## src/rtl/pipe_stage_buf.sv

```systemverilog
// Elastic pipeline stage: valid/ready handshake, sync flush, optional 2-entry skid.
// Define PIPE_STAGE_PERF_EN to build the stall/flush performance counters.
module pipe_stage_buf #(
  parameter int                DATA_W    = 32,
  parameter int                PC_W      = 32,
  parameter logic [DATA_W-1:0] NOP_VALUE = '0,
  parameter int                SKID      = 1,
  parameter int                CNT_W     = 16
) (
  input  logic              clk,
  input  logic              reset,
  input  logic              in_valid,
  output logic              in_ready,
  input  logic [DATA_W-1:0] in_data,
  input  logic [PC_W-1:0]   in_pc,
  input  logic              flush,
  output logic              out_valid,
  input  logic              out_ready,
  output logic [DATA_W-1:0] out_data,
  output logic [PC_W-1:0]   out_pc,
  output logic [CNT_W-1:0]  stall_cnt,
  output logic [CNT_W-1:0]  flush_cnt
);

  // Handshake: a beat moves on a side when its valid and ready are both high
  // at the rising edge; a valid producer holds its data until that happens.
  logic              main_valid_q, main_valid_d;
  logic [DATA_W-1:0] main_data_q,  main_data_d;
  logic [PC_W-1:0]   main_pc_q,    main_pc_d;
  logic              skid_valid_q, skid_valid_d;
  logic [DATA_W-1:0] skid_data_q,  skid_data_d;
  logic [PC_W-1:0]   skid_pc_q,    skid_pc_d;
  logic              accept;
  logic              send;

  assign in_ready  = (SKID != 0) ? ~skid_valid_q : (~main_valid_q | out_ready);
  assign accept    = in_valid & in_ready;
  assign send      = main_valid_q & out_ready;
  assign out_valid = main_valid_q;
  assign out_data  = main_data_q;
  assign out_pc    = main_pc_q;

  always_comb begin
    main_valid_d = main_valid_q;
    main_data_d  = main_data_q;
    main_pc_d    = main_pc_q;
    skid_valid_d = skid_valid_q;
    skid_data_d  = skid_data_q;
    skid_pc_d    = skid_pc_q;
    if (flush) begin
      // The pc is kept so branch logic can still read it after the kill.
      main_valid_d = 1'b0;
      skid_valid_d = 1'b0;
      main_data_d  = NOP_VALUE;
    end else if (SKID != 0) begin
      if (!main_valid_q || send) begin
        if (skid_valid_q) begin
          main_valid_d = 1'b1;
          main_data_d  = skid_data_q;
          main_pc_d    = skid_pc_q;
          skid_valid_d = 1'b0;
        end else if (accept) begin
          main_valid_d = 1'b1;
          main_data_d  = in_data;
          main_pc_d    = in_pc;
        end else begin
          main_valid_d = 1'b0;
        end
      end else if (accept) begin
        skid_valid_d = 1'b1;
        skid_data_d  = in_data;
        skid_pc_d    = in_pc;
      end
    end else begin
      if (accept) begin
        main_valid_d = 1'b1;
        main_data_d  = in_data;
        main_pc_d    = in_pc;
      end else if (send) begin
        main_valid_d = 1'b0;
      end
    end
  end

  always_ff @(posedge clk) begin
    if (!reset) begin
      main_valid_q <= 1'b0;
      main_data_q  <= NOP_VALUE;
      main_pc_q    <= '0;
      skid_valid_q <= 1'b0;
      skid_data_q  <= '0;
      skid_pc_q    <= '0;
    end else begin
      main_valid_q <= main_valid_d;
      main_data_q  <= main_data_d;
      main_pc_q    <= main_pc_d;
      skid_valid_q <= skid_valid_d;
      skid_data_q  <= skid_data_d;
      skid_pc_q    <= skid_pc_d;
    end
  end

`ifdef PIPE_STAGE_PERF_EN
  logic [CNT_W-1:0] stall_cnt_q;
  logic [CNT_W-1:0] flush_cnt_q;
  logic             killed;

  // A head that leaves on the flush cycle was delivered, not killed.
  assign killed = skid_valid_q | (main_valid_q & ~out_ready);

  always_ff @(posedge clk) begin
    if (!reset) begin
      stall_cnt_q <= '0;
      flush_cnt_q <= '0;
    end else begin
      if (main_valid_q && !out_ready && !(&stall_cnt_q))
        stall_cnt_q <= stall_cnt_q + 1'b1;
      if (flush && killed && !(&flush_cnt_q))
        flush_cnt_q <= flush_cnt_q + 1'b1;
    end
  end

  assign stall_cnt = stall_cnt_q;
  assign flush_cnt = flush_cnt_q;
`else
  assign stall_cnt = '0;
  assign flush_cnt = '0;
`endif

endmodule

```

## config.mk

```make
export PLATFORM = sky130hd
export DESIGN_NAME = pipe_stage_buf
export DESIGN_NICKNAME = d
export VERILOG_FILES = /design/src/rtl/pipe_stage_buf.sv
export SDC_FILE = /design/constraint.sdc
export NUM_CORES = 1
export LEC_CHECK = 0
export CAP_MARGIN = 20
export CORE_ASPECT_RATIO = 0.6
export CORE_MARGIN = 2
export CORE_UTILIZATION = 52
export CTS_CLUSTER_SIZE = 8
export DETAILED_ROUTE_END_ITERATION = 7
export PLACE_DENSITY = 0.87
export SLEW_MARGIN = 20
export SYNTH_ARGS = -nofsm -noshare
export SYNTH_HDL_FRONTEND = slang
export SYNTH_SLANG_ARGS = --single-unit
```

## constraint.sdc

```tcl
create_clock -name clk -period 2.4 [get_ports clk]
set_input_delay 0.24 -clock clk [delete_from_list [all_inputs] [get_ports clk]]
set_output_delay 0.24 -clock clk [all_outputs]
set_load 0.03 [all_outputs]
```

Word level (Yosys, flattened, before mapping) --
Cells that the tools add are included.
Operators by class: muxes and demuxes 6, bitwise logic cells 6, reductions and logical operators 8
Operator list (count):
- $mux 32 | 4
- $reduce_and 3->1 | 2
- $not 1->1 | 4
- $reduce_or 3->1 | 1
- $and 1x1->1 | 2
- $mux 1 | 2
- $reduce_and 2->1 | 1
- $reduce_bool 2->1 | 1
- $reduce_or 2->1 | 1
- $logic_not 1->1 | 1
- $logic_or 1x1->1 | 1
Storage, ports and cells: output and inout port bits 98, input bits 69, flip-flop bits (word level) 130

Depth between registers and ports, before layout --
Gate-level depths: netlist of run 1.
depth after elaboration 4, mapped depth 7

Least setup slack after synthesis of run 1 --
Ideal clock, no wire load.
kind flip-flop to flip-flop, start point register main_valid_q (netlist: out_valid), end point register skid_data_q[0], path slack 0.837 ns, arrival time 1.491 ns, period minus slack after synthesis 1.563 ns, cell stages (with the launch flop) 7, path through dfxtp_1 -> nand2b_1 -> buf_2 -> nor4b_2 -> buf_4 -> buf_6 -> mux2i_1
On the way: cells in the longest elaborated chain, start to end 4
RTL lines:
- from (decl) | RTL line 27 | logic main_valid_q, main_valid_d;
- from (signal assigned) | RTL line 94 | main_valid_q <= main_valid_d;
- $and 1x1->1 / $logic_not 1->1 (equally long branches) | RTL line 38, 56
- $logic_or 1x1->1 (*) | RTL line 56 | if (!main_valid_q || send) begin
- $not 1->1 (no line) (*)
- $reduce_and 3->1 (no line) (*)
- to (signal assigned) | RTL line 98 | skid_data_q <= skid_data_d;
- to (decl) | RTL line 31 | logic [DATA_W-1:0] skid_data_q, skid_data_d;
Every way passes the cells marked *; elsewhere a longest branch is shown, timed or not. A chain may end at the register's enable or synchronous reset.

Worst setup path after layout of run 1 --
start point register skid_valid_q, end point output port in_ready
On the way: cells in the longest elaborated chain, start to end 1
RTL lines:
- from (decl) | RTL line 30 | logic skid_valid_q, skid_valid_d;
- from (signal assigned) | RTL line 97 | skid_valid_q <= skid_valid_d;
- $not 1->1 | RTL line 36 | assign in_ready = (SKID != 0) ? ~skid_valid_q : (~main_valid_q | out_ready);
- to (decl) | RTL line 13 | output logic in_ready,
Every way passes these cells.

==> results of run 1 <==
## layer usage
layer	routed length [um]	vias up
met2	6960	136
li1	-	2313
met5	0	-
met4	167	0
met1	6700	2349
met3	772	13
## Yosys cell counts
library cell / count
inv_1: 1
nand2b_1: 2
and2_4: 1
clkbuf_1: 30
dfxtp_1: 130
a21oi_1: 33
or2_1: 1
nand2_1: 192
nor2_1: 1
buf_6: 13
clkbuf_2: 1
conb_1: 1
buf_2: 10
buf_4: 34
nand3b_1: 1
mux2_2: 32
a211oi_2: 30
nor3_1: 1
nor4b_2: 1
a211oi_1: 2
mux2i_1: 128
## state kept, by name (all words and copies together) (netlist names)
signal        count
skid_valid_q      1
out_data         32
out_pc           32
skid_pc_q        32
out_valid         1
skid_data_q      32
## report_power, final
group / switching [W] / leakage [nW] / total (W) / internal, W
combinational: 0.000432 / 1.65 / 0.000746 / 0.000315
sequential: 0.0000384 / 1.06 / 0.00226 / 0.00222
clock: 0.000865 / 0.283 / 0.00251 / 0.00164
total: 0.00134 / 2.99 / 0.00551 / 0.00418
## metrics by stage
stage	utilization, %	cells
after CTS	69.9	921
after global placement	64.9	893
after floorplan	-	676
after global routing	69.9	921
after detailed placement	64.9	893
final	69.9	921
## cell type report
class	count	share of cell area, %
Clock buffer	23	6.24
Clock inverter	5	0.972
Inverter	1	0.0471
Multi-Input combinational cell	457	39.0
Sequential cell	130	32.7
Tap cell	160	2.51
Timing Repair Buffer	145	18.6
## path summary, 6_finish.rpt
check	start	end	slack [ns]
setup / recovery	skid_valid_q$_SDFFE_PP0P_	in_ready	0.49
hold / removal	reset	out_pc[14]$_SDFFE_PN0P_	0.33
setup reg to reg	skid_valid_q$_SDFFE_PP0P_	out_pc[19]$_SDFFE_PN0P_	0.66
hold reg to reg	out_pc[9]$_SDFFE_PN0P_	out_pc[9]$_SDFFE_PN0P_	0.46
## cell families (layout without fill, tap and decap cells)
logic type,after synthesis,in the layout,share of synthesized area [%]
AOI/OAI and AO/OA,65,65,9.02
buffers and inverters,89,174,9.31
DFF,130,130,42.3
muxes,160,160,26.7
other,1,32,0.0609
and+or+nand+nor,200,200,12.7
## layout by cell type, fill, tap and decap left out, types with 7 or more instances in the layout
cell type,n
a21oi_1,33
buf_4,7
conb_1,32
a211oi_2,30
dfxtp_1,129
mux2i_1,128
clkdlybuf4s50_1,133
nand2_1,192
mux2_2,32
clkbuf_16,17
## worst reg2reg max path: stages (launching register included)
cell,delay (ns)
dfxtp_4,0.59
buf_4,0.48
mux2_2,0.40
nand2_1,0.08
mux2i_1,0.07
==> results.json, run 1 <==
{
  "outcome": "complete, no violations",
  "totalWireLength_um": 14600,
  "yosys.area.top_type": "dfxtp_1",
  "drc": 0,
  "cp_cell_sequence": "inv_1, clkdlybuf4s50_1",
  "vias": 4811,
  "critical-path-max-stage-delay_ns": 0.60,
  "worstSetupPathType": "reg -> out",
  "cts_root_buffer": "clkbuf_16",
  "cp.arrival_ns": 1.67,
  "relSlewSlack_pct": 63.2,
  "crit_slowest_cell": "clkdlybuf4s50_1",
  "htreeDepth": 4,
  "p_per_area_mw_per_mm2": 691,
  "multi_input_comb_area_mm2": 0.00311,
  "initial_utilization_pct": 53.9,
  "io_buffers": 134,
  "die_h_um": 88.3,
  "syn-cell-area_mm2": 0.00616,
  "worst_slack_ns": 0.490,
  "fin_crit_sh_pct": 79.6,
  "grt_pass1_wl_um": 23000,
  "reg2reg_depth": 4,
  "peakVddDrop_mv": 0.483,
  "clk_latency_ns": 0.40,
  "critPathCaptureType": "output port",
  "fin_crit_ns": 1.91,
  "gp_congestion": 0.778,
  "drtAntennaViolNets": 0,
  "whs_path_depth": 3,
  "busiest_layer": "met2",
  "cts_buffer_depth": 2,
  "critPathBufInv": 2,
  "cp_max_fo": 25,
  "seq_area_frac_synth_pct": 42.3,
  "rsz0062_at_grt": "no",
  "path_clk_slew_ns": 0.05,
  "grt_max_degree": 94,
  "hpwl_um": 9740,
  "setup_violations": 0,
  "dpl-instance-area_mm2": 0.00740,
  "pin_count": 167,
  "grt_use_met2_pct": 39.9,
  "ys_warn_count": 0,
  "core_area_mm2": 0.0114,
  "fin_setup_tns_ns": 0,
  "cts.sinks": 130,
  "cts_tree": "built",
  "syn_area_per_cell_um2": 9.54,
  "cts_setup_buffers": 0,
  "initialDrtViolationCount": 227,
  "grt_use_total_pct": 23.3,
  "yosys_register_bits": 130,
  "antenna_found_initial": 0,
  "finalInstanceArea_mm2": 0.00798,
  "worstSetupStartpointType": "register",
  "cts_resized": 0,
  "tightest_slew_ns": 0.552,
  "cpLargestDelayFamily": "buffers and inverters",
  "max_freq_mhz": 523,
  "hp-class": "in -> reg",
  "synthTopCellsByArea": "dfxtp_1 42%, mux2i_1 21%, nand2_1 12%, a211oi_2 6.1%, mux2_2 5.9%",
  "synth_top_area_share_pct": 42.3,
  "cp.depth": 2,
  "avgRoutedWirePerCell_um": 15.9,
  "numCtsBuffers": 17,
  "drv_slew": 0,
  "via_per_inst": 5.22,
  "finClkSkew_ns": 0.00657,
  "syn-instance-count": 645,
  "drv_cap": 0,
  "drt-pass1-iter-count": 4,
  "hold_viol": 0,
  "grt_overflow": 0,
  "grt.met1_usage_pct": 29.3,
  "die_w_um": 144,
  "worstPathRequired_ns": 2.16,
  "fill_cells": 853,
  "leakagePower_nw": 2.99,
  "finalPower_w": 0.00551,
  "die_area_mm2": 0.0128,
  "drive_gt1_share_pct": 13.8,
  "holdBufCountCts": 0,
  "grtUsageMet3_pct": 5.63,
  "antenna_cells": 0,
  "area_growth_pct": 29.6,
  "yosys.cell_types.count": 21,
  "nNetsFinal": 821,
  "hold_ws_ns": 0.333,
  "rows": 30,
  "dp_slack_ns": 0.474,
  "area.sequential_mm2": 0.00261,
  "grt_pass1_vias": 4731
}
Power figures use the tool's default switching activity.
==> run 2: changes to the inputs <==
--- a/config.mk
+++ b/config.mk
@@ -8,10 +8,10 @@
 export CAP_MARGIN = 20
 export CORE_ASPECT_RATIO = 0.6
 export CORE_MARGIN = 2
-export CORE_UTILIZATION = 52
+export CORE_UTILIZATION = 49
 export CTS_CLUSTER_SIZE = 8
 export DETAILED_ROUTE_END_ITERATION = 7
-export PLACE_DENSITY = 0.87
+export PLACE_DENSITY = 0.83
 export SLEW_MARGIN = 20
 export SYNTH_ARGS = -nofsm -noshare
 export SYNTH_HDL_FRONTEND = slang
==> constraint.sdc (replaced) <==
create_clock -name clk -period 1.85 [get_ports clk]
set_input_delay 0.185 -clock clk [delete_from_list [all_inputs] [get_ports clk]]
set_output_delay 0.185 -clock clk [all_outputs]
set_load 0.03 [all_outputs]
==> run 2 against run 1 <==
Register-to-register slack worse by 0.39 ns. Hold slack lost 0.0032 ns. Critical path depth fell by 1. Utilization down 4.1 points. Final cell count rose by 1.1%.
==> results.json, run 2 (synthesis gave the netlist of run 1 again) <==
{
  "rows": 31,
  "hold_viol": 0,
  "whs_path_depth": 4,
  "via_per_inst": 5.14,
  "finClkSkew_ns": 0.00700,
  "numCtsBuffers": 17,
  "outcome": "complete, no violations",
  "drtAntennaViolNets": 0,
  "cts_resized": 0,
  "nNetsFinal": 822,
  "fin_setup_tns_ns": 0,
  "r2r_end": "out_pc[16]$_SDFFE_PN0P_",
  "grt_use_total_pct": 22.0,
  "area.sequential_mm2": 0.00261,
  "drt-pass1-iter-count": 6,
  "r2r_start": "skid_valid_q$_SDFFE_PP0P_",
  "hpwl_um": 9810,
  "drive_gt1_share_pct": 14.4,
  "grt_max_degree": 119,
  "cts.sinks": 130,
  "die_w_um": 149,
  "cp_max_fo": 2,
  "worstHoldStart": "reset",
  "cts_tree": "built",
  "worstSetupPathType": "reg -> out",
  "peakVddDrop_mv": 0.767,
  "cp.arrival_ns": 1.50,
  "clk_latency_ns": 0.41,
  "critPathBufInv": 1,
  "setup_violations": 0,
  "hp-class": "in -> reg",
  "drv_slew": 0,
  "cts_setup_buffers": 0,
  "totalWireLength_um": 14700,
  "critPathCaptureType": "output port",
  "final_cell_mix": "192 x nand2_1, 133 x clkdlybuf4s50_1, 129 x dfxtp_1, 128 x mux2i_1, 33 x a21oi_1",
  "fin_crit_ns": 1.69,
  "multi_input_comb_area_mm2": 0.00311,
  "tightest_slew_ns": 0.564,
  "dp_cells": 899,
  "hold_end": "skid_data_q[19]$_SDFFE_PN0P_",
  "relSlewSlack_pct": 62.4,
  "cp_cell_sequence": "clkdlybuf4s50_1",
  "grt_pass1_vias": 4836,
  "crit_slowest_cell": "clkdlybuf4s50_1",
  "dpl-instance-area_mm2": 0.00742,
  "gp_congestion": 0.819,
  "worstSetupStartpointType": "register",
  "io_buffers": 134,
  "antenna_cells": 0,
  "utilization_pct": 65.8,
  "vias": 4782,
  "fill_cells": 940,
  "path_clk_slew_ns": 0.06,
  "drv_cap": 0,
  "hold_ws_ns": 0.330,
  "core_area_mm2": 0.0121,
  "final_common_cell": "nand2_1",
  "avgRoutedWirePerCell_um": 15.8,
  "grt_overflow": 0,
  "fin_crit_sh_pct": 91.1,
  "stdcell_count": 931,
  "antenna_found_initial": 0,
  "grt_pass1_wl_um": 23800,
  "cts_buffer_depth": 2,
  "initial_utilization_pct": 50.7,
  "max_freq_mhz": 593,
  "pin_count": 167,
  "initialDrtViolationCount": 268,
  "rsz0062_at_grt": "no",
  "cts_root_buffer": "clkbuf_16",
  "drc": 0,
  "reg2reg_depth": 4,
  "htreeDepth": 4,
  "holdBufCountCts": 0,
  "critical-path-max-stage-delay_ns": 0.70,
  "leakagePower_nw": 2.99,
  "finalInstanceArea_mm2": 0.00799,
  "area_growth_pct": 29.7,
  "die_h_um": 90.8,
  "die_area_mm2": 0.0135,
  "p_per_area_mw_per_mm2": 893,
  "cpLargestDelayFamily": "buffers and inverters",
  "worstPathRequired_ns": 1.66,
  "reg2reg_slack_ns": 0.27
}
==> run 2: changes by cell type in the layout (fill, tap and decap cells not counted) <==
| cell | previous run | this run |
|---|---|---|
| clkbuf_8 | 5 | 0 |
| clkinv_4 | 0 | 5 |
| clkinv_2 | 2 | 6 |
| buf_4 | 7 | 8 |
==> run 2: cell type report <==
| cell class | count | share of cell area, % |
|---|---|---|
| Multi-Input combinational cell | 457 | 38.9 |
| Timing Repair Buffer | 146 | 18.7 |
| Clock buffer | 18 | 5.37 |
| Inverter | 1 | 0.0470 |
| Sequential cell | 130 | 32.6 |
| Clock inverter | 14 | 1.77 |
| Tap cell | 165 | 2.58 |
==> run 2: how the worst max path moves through the flow <==
stage / end / cells after the start / start / slack (ns)
floorplan: skid_data_q[0]$_SDFFE_PN0P_ / 6 / out_valid$_SDFFE_PP0P_ / 0.29
global placement: skid_pc_q[10]$_SDFFE_PN0P_ / 5 / out_ready / 0.06
detailed placement: skid_pc_q[23]$_SDFFE_PN0P_ / 5 / out_ready / -0.006
CTS: out_data[27] / 1 / out_data[27]$_SDFFE_PP0P_ / 0.16
global route: out_data[27] / 1 / out_data[27]$_SDFFE_PP0P_ / 0.11
finish: out_data[27] / 1 / out_data[27]$_SDFFE_PP0P_ / 0.16
==> run 2: stage by stage <==
step | worst slack, ns | power (W)
after CTS | 0.159 | 0.00718
after global placement | 0.0636 | 0.00393
after global routing | 0.112 | 0.00738
final | 0.164 | 0.00713
after floorplan | 0.287 | 0.00363
after detailed placement | -0.00605 | 0.00396
==> run 2: metal layers <==
layer  vias to the layer above  part of all wire (%)  track usage [%]
met2                       166                    46             35.1
li1                       2334                     -                -
met5                         -                     0                0
met1                      2262                    45             28.5
met4                         0                   1.3             6.67
met3                        20                   7.1             7.07
==> run 2: worst register-to-register path: stages, from the launching register on <==
cell and delay (ns):
dfxtp_4 0.38, buf_4 0.47, mux2_2 0.44, nand2_1 0.08, mux2i_1 0.08
==> run 2: power breakdown <==
part | internal [W] | total [W] | switching [W]
logic | 0.000410 | 0.000976 | 0.000566
registers | 0.00288 | 0.00293 | 0.0000476
clock network | 0.00198 | 0.00322 | 0.00125
total | 0.00527 | 0.00713 | 0.00186
==> RTL edit: new RTL, flow settings as in run 2 <==
`skid_data_q` no longer has a reset.
--- a/src/rtl/pipe_stage_buf.sv
+++ b/src/rtl/pipe_stage_buf.sv
@@ -88,16 +88,18 @@
       main_data_q  <= NOP_VALUE;
       main_pc_q    <= '0;
       skid_valid_q <= 1'b0;
-      skid_data_q  <= '0;
       skid_pc_q    <= '0;
     end else begin
       main_valid_q <= main_valid_d;
       main_data_q  <= main_data_d;
       main_pc_q    <= main_pc_d;
       skid_valid_q <= skid_valid_d;
-      skid_data_q  <= skid_data_d;
       skid_pc_q    <= skid_pc_d;
     end
+  end
+
+  always_ff @(posedge clk) begin
+    skid_data_q <= skid_data_d;
   end
 
 `ifdef PIPE_STAGE_PERF_EN
Function: no difference found for any inputs over 4 cycles, from zero or initial values and one cycle with reset low; that may be too few to reach the edited logic, so the function may still have changed.
==> RTL edit against run 2 <==
Sequential cell count stayed put. Combinational power is 5.3% lower. Synthesized area is 5.1% lower. Clock power hardly changed. Power is 0.77% higher. Worst hold slack worse by 0.20 ns. Sequential share of layout area is 5.0 points higher. Routed wire length is 11% lower. Worst setup slack worse by 0.042 ns. Cell count is 11% lower. Cell area is 2.6% lower. Largest power group unchanged.
==> RTL edit: results (changes against run 2) <==
Status
  – Status: complete, no violations

Worst setup path
  – Crit-path max FO: 13 (+11)
  – R2R Setup Slk: about 0.28 ns
  – Data arrival, critical path: 1.54 ns (+0.04 ns)
  – RR Endpoint: skid_pc_q[8]
  – Crit path largest cell delay: 0.66 ns (-0.04 ns)
  – R2R cell count: 3 (-1)
  – Setup crit end: in_ready

Power and ir drop
  – Worst VDD drop: 0.000720 V (-6.1%)
  – P per Cell Area: 923 mW/mm^2 (+3.5%)
  – P_leak: 0.00288 uW (-3.7%)

Timing
  – Period minus WS final: 1.73 ns (+0.0425 ns)
  – Hold WS: 0.132 ns (-0.198 ns)
  – Clock skew: 0.00974 ns (+0.00274 ns)

Place
  – Placed cells: 800 (-11%)
  – Routability-driven placement congestion ratio: 0.778 (-5.0%)
  – Setup WS pre-CTS: 0.0437 ns (+0.0497 ns)
  – Post-DP HPWL: 8530 um (-13%)
  – Placed cell areas: 0.00720 mm^2 (-2.9%)

Synthesis
  – Commonest cells post-synth: nand2_1, dfxtp_1, mux2i_1
  – Number of synthesized flops with an enable pin: 32 (+32)
  – Post-synthesis sequential area ratio: 50.0% (+7.8 points)
  – Cells after synthesis: 539 (-16%)

Worst hold path
  – Min-delay src: reset
  – Hold endpoint: out_pc[13]
  – Cell depth of the worst hold path: 3 (-1)

GRT
  – Global-route wire length before repair: 21100 um (-11%)
  – Largest net degree at the start of global routing: 68 (-43%)
  – Number of global-route vias before repair: 4274 (-12%)
  – Tot GR Track Use: 20.7% (-1.3 points)

Drt
  – TritonRoute pass-1 iters: 4 (-2)
  – DR vias: 4223 (-12%)
  – DR iter-0 viols: 136 (-49%)

Final layout
  – Final non-filler cell total: 832 (-11%)
  – Share of layout cells above drive strength 1: 16.4% (+2.0 points)
  – Fin nets: 728 (-11%)
  – # fillers: 879 (-6.5%)

Clock network
  – Cts repair resizes: 0 (unchanged)
==> RTL edit: cell count changes after synthesis, sizes merged <==
| cell | before | now |
|---|---|---|
| buf | 57 | 55 |
| clkbuf | 31 | 23 |
| dfxtp | 130 | 98 |
| edfxtp | 0 | 32 |
| mux2i | 128 | 96 |
| nand2 | 192 | 128 |
==> RTL edit: cell type report <==
cell class,count,share of cell area [%]
Tap cell,160,2.57
Multi-Input combinational cell,361,32.6
Clock buffer,25,6.93
Timing Repair Buffer,148,19.7
Clock inverter,7,0.515
Sequential cell,130,37.6
Inverter,1,0.0483
==> RTL edit: cell families (layout without fill, tap and decap cells) <==
logic type	count (synthesis)	after routing	synth area share, %
and+or+nand+nor	136	136	9.08
DFF	130	130	50.0
muxes	128	128	22.6
buffers and inverters	79	181	8.70
AOI/OAI and AO/OA	65	65	9.51
other	1	32	0.0642
==> RTL edit: metal layers <==
metal | share of wire [%] | GRT usage [%] | wire (um) | up-vias
li1 | - | - | - | 2046
met1 | 47 | 27.3 | 6190 | 2029
met5 | 0 | 0 | 0 | -
met3 | 4.8 | 4.74 | 630 | 18
met4 | 1.3 | 7.65 | 175 | 0
met2 | 47 | 34.1 | 6080 | 130
==> RTL edit: power breakdown <==
part | switching (uW) | internal, uW | total [uW]
Sequential | 44.6 | 2990 | 3030
Combinational | 525 | 399 | 924
Clock | 1200 | 2020 | 3220
Total | 1770 | 5410 | 7180
==> RTL edit: critical path, delay by kind of cell, from the launching register on <==
family | cells | cell delay, ns
DFF | 1 | 0.41
buffers and inverters | 2 | 0.73
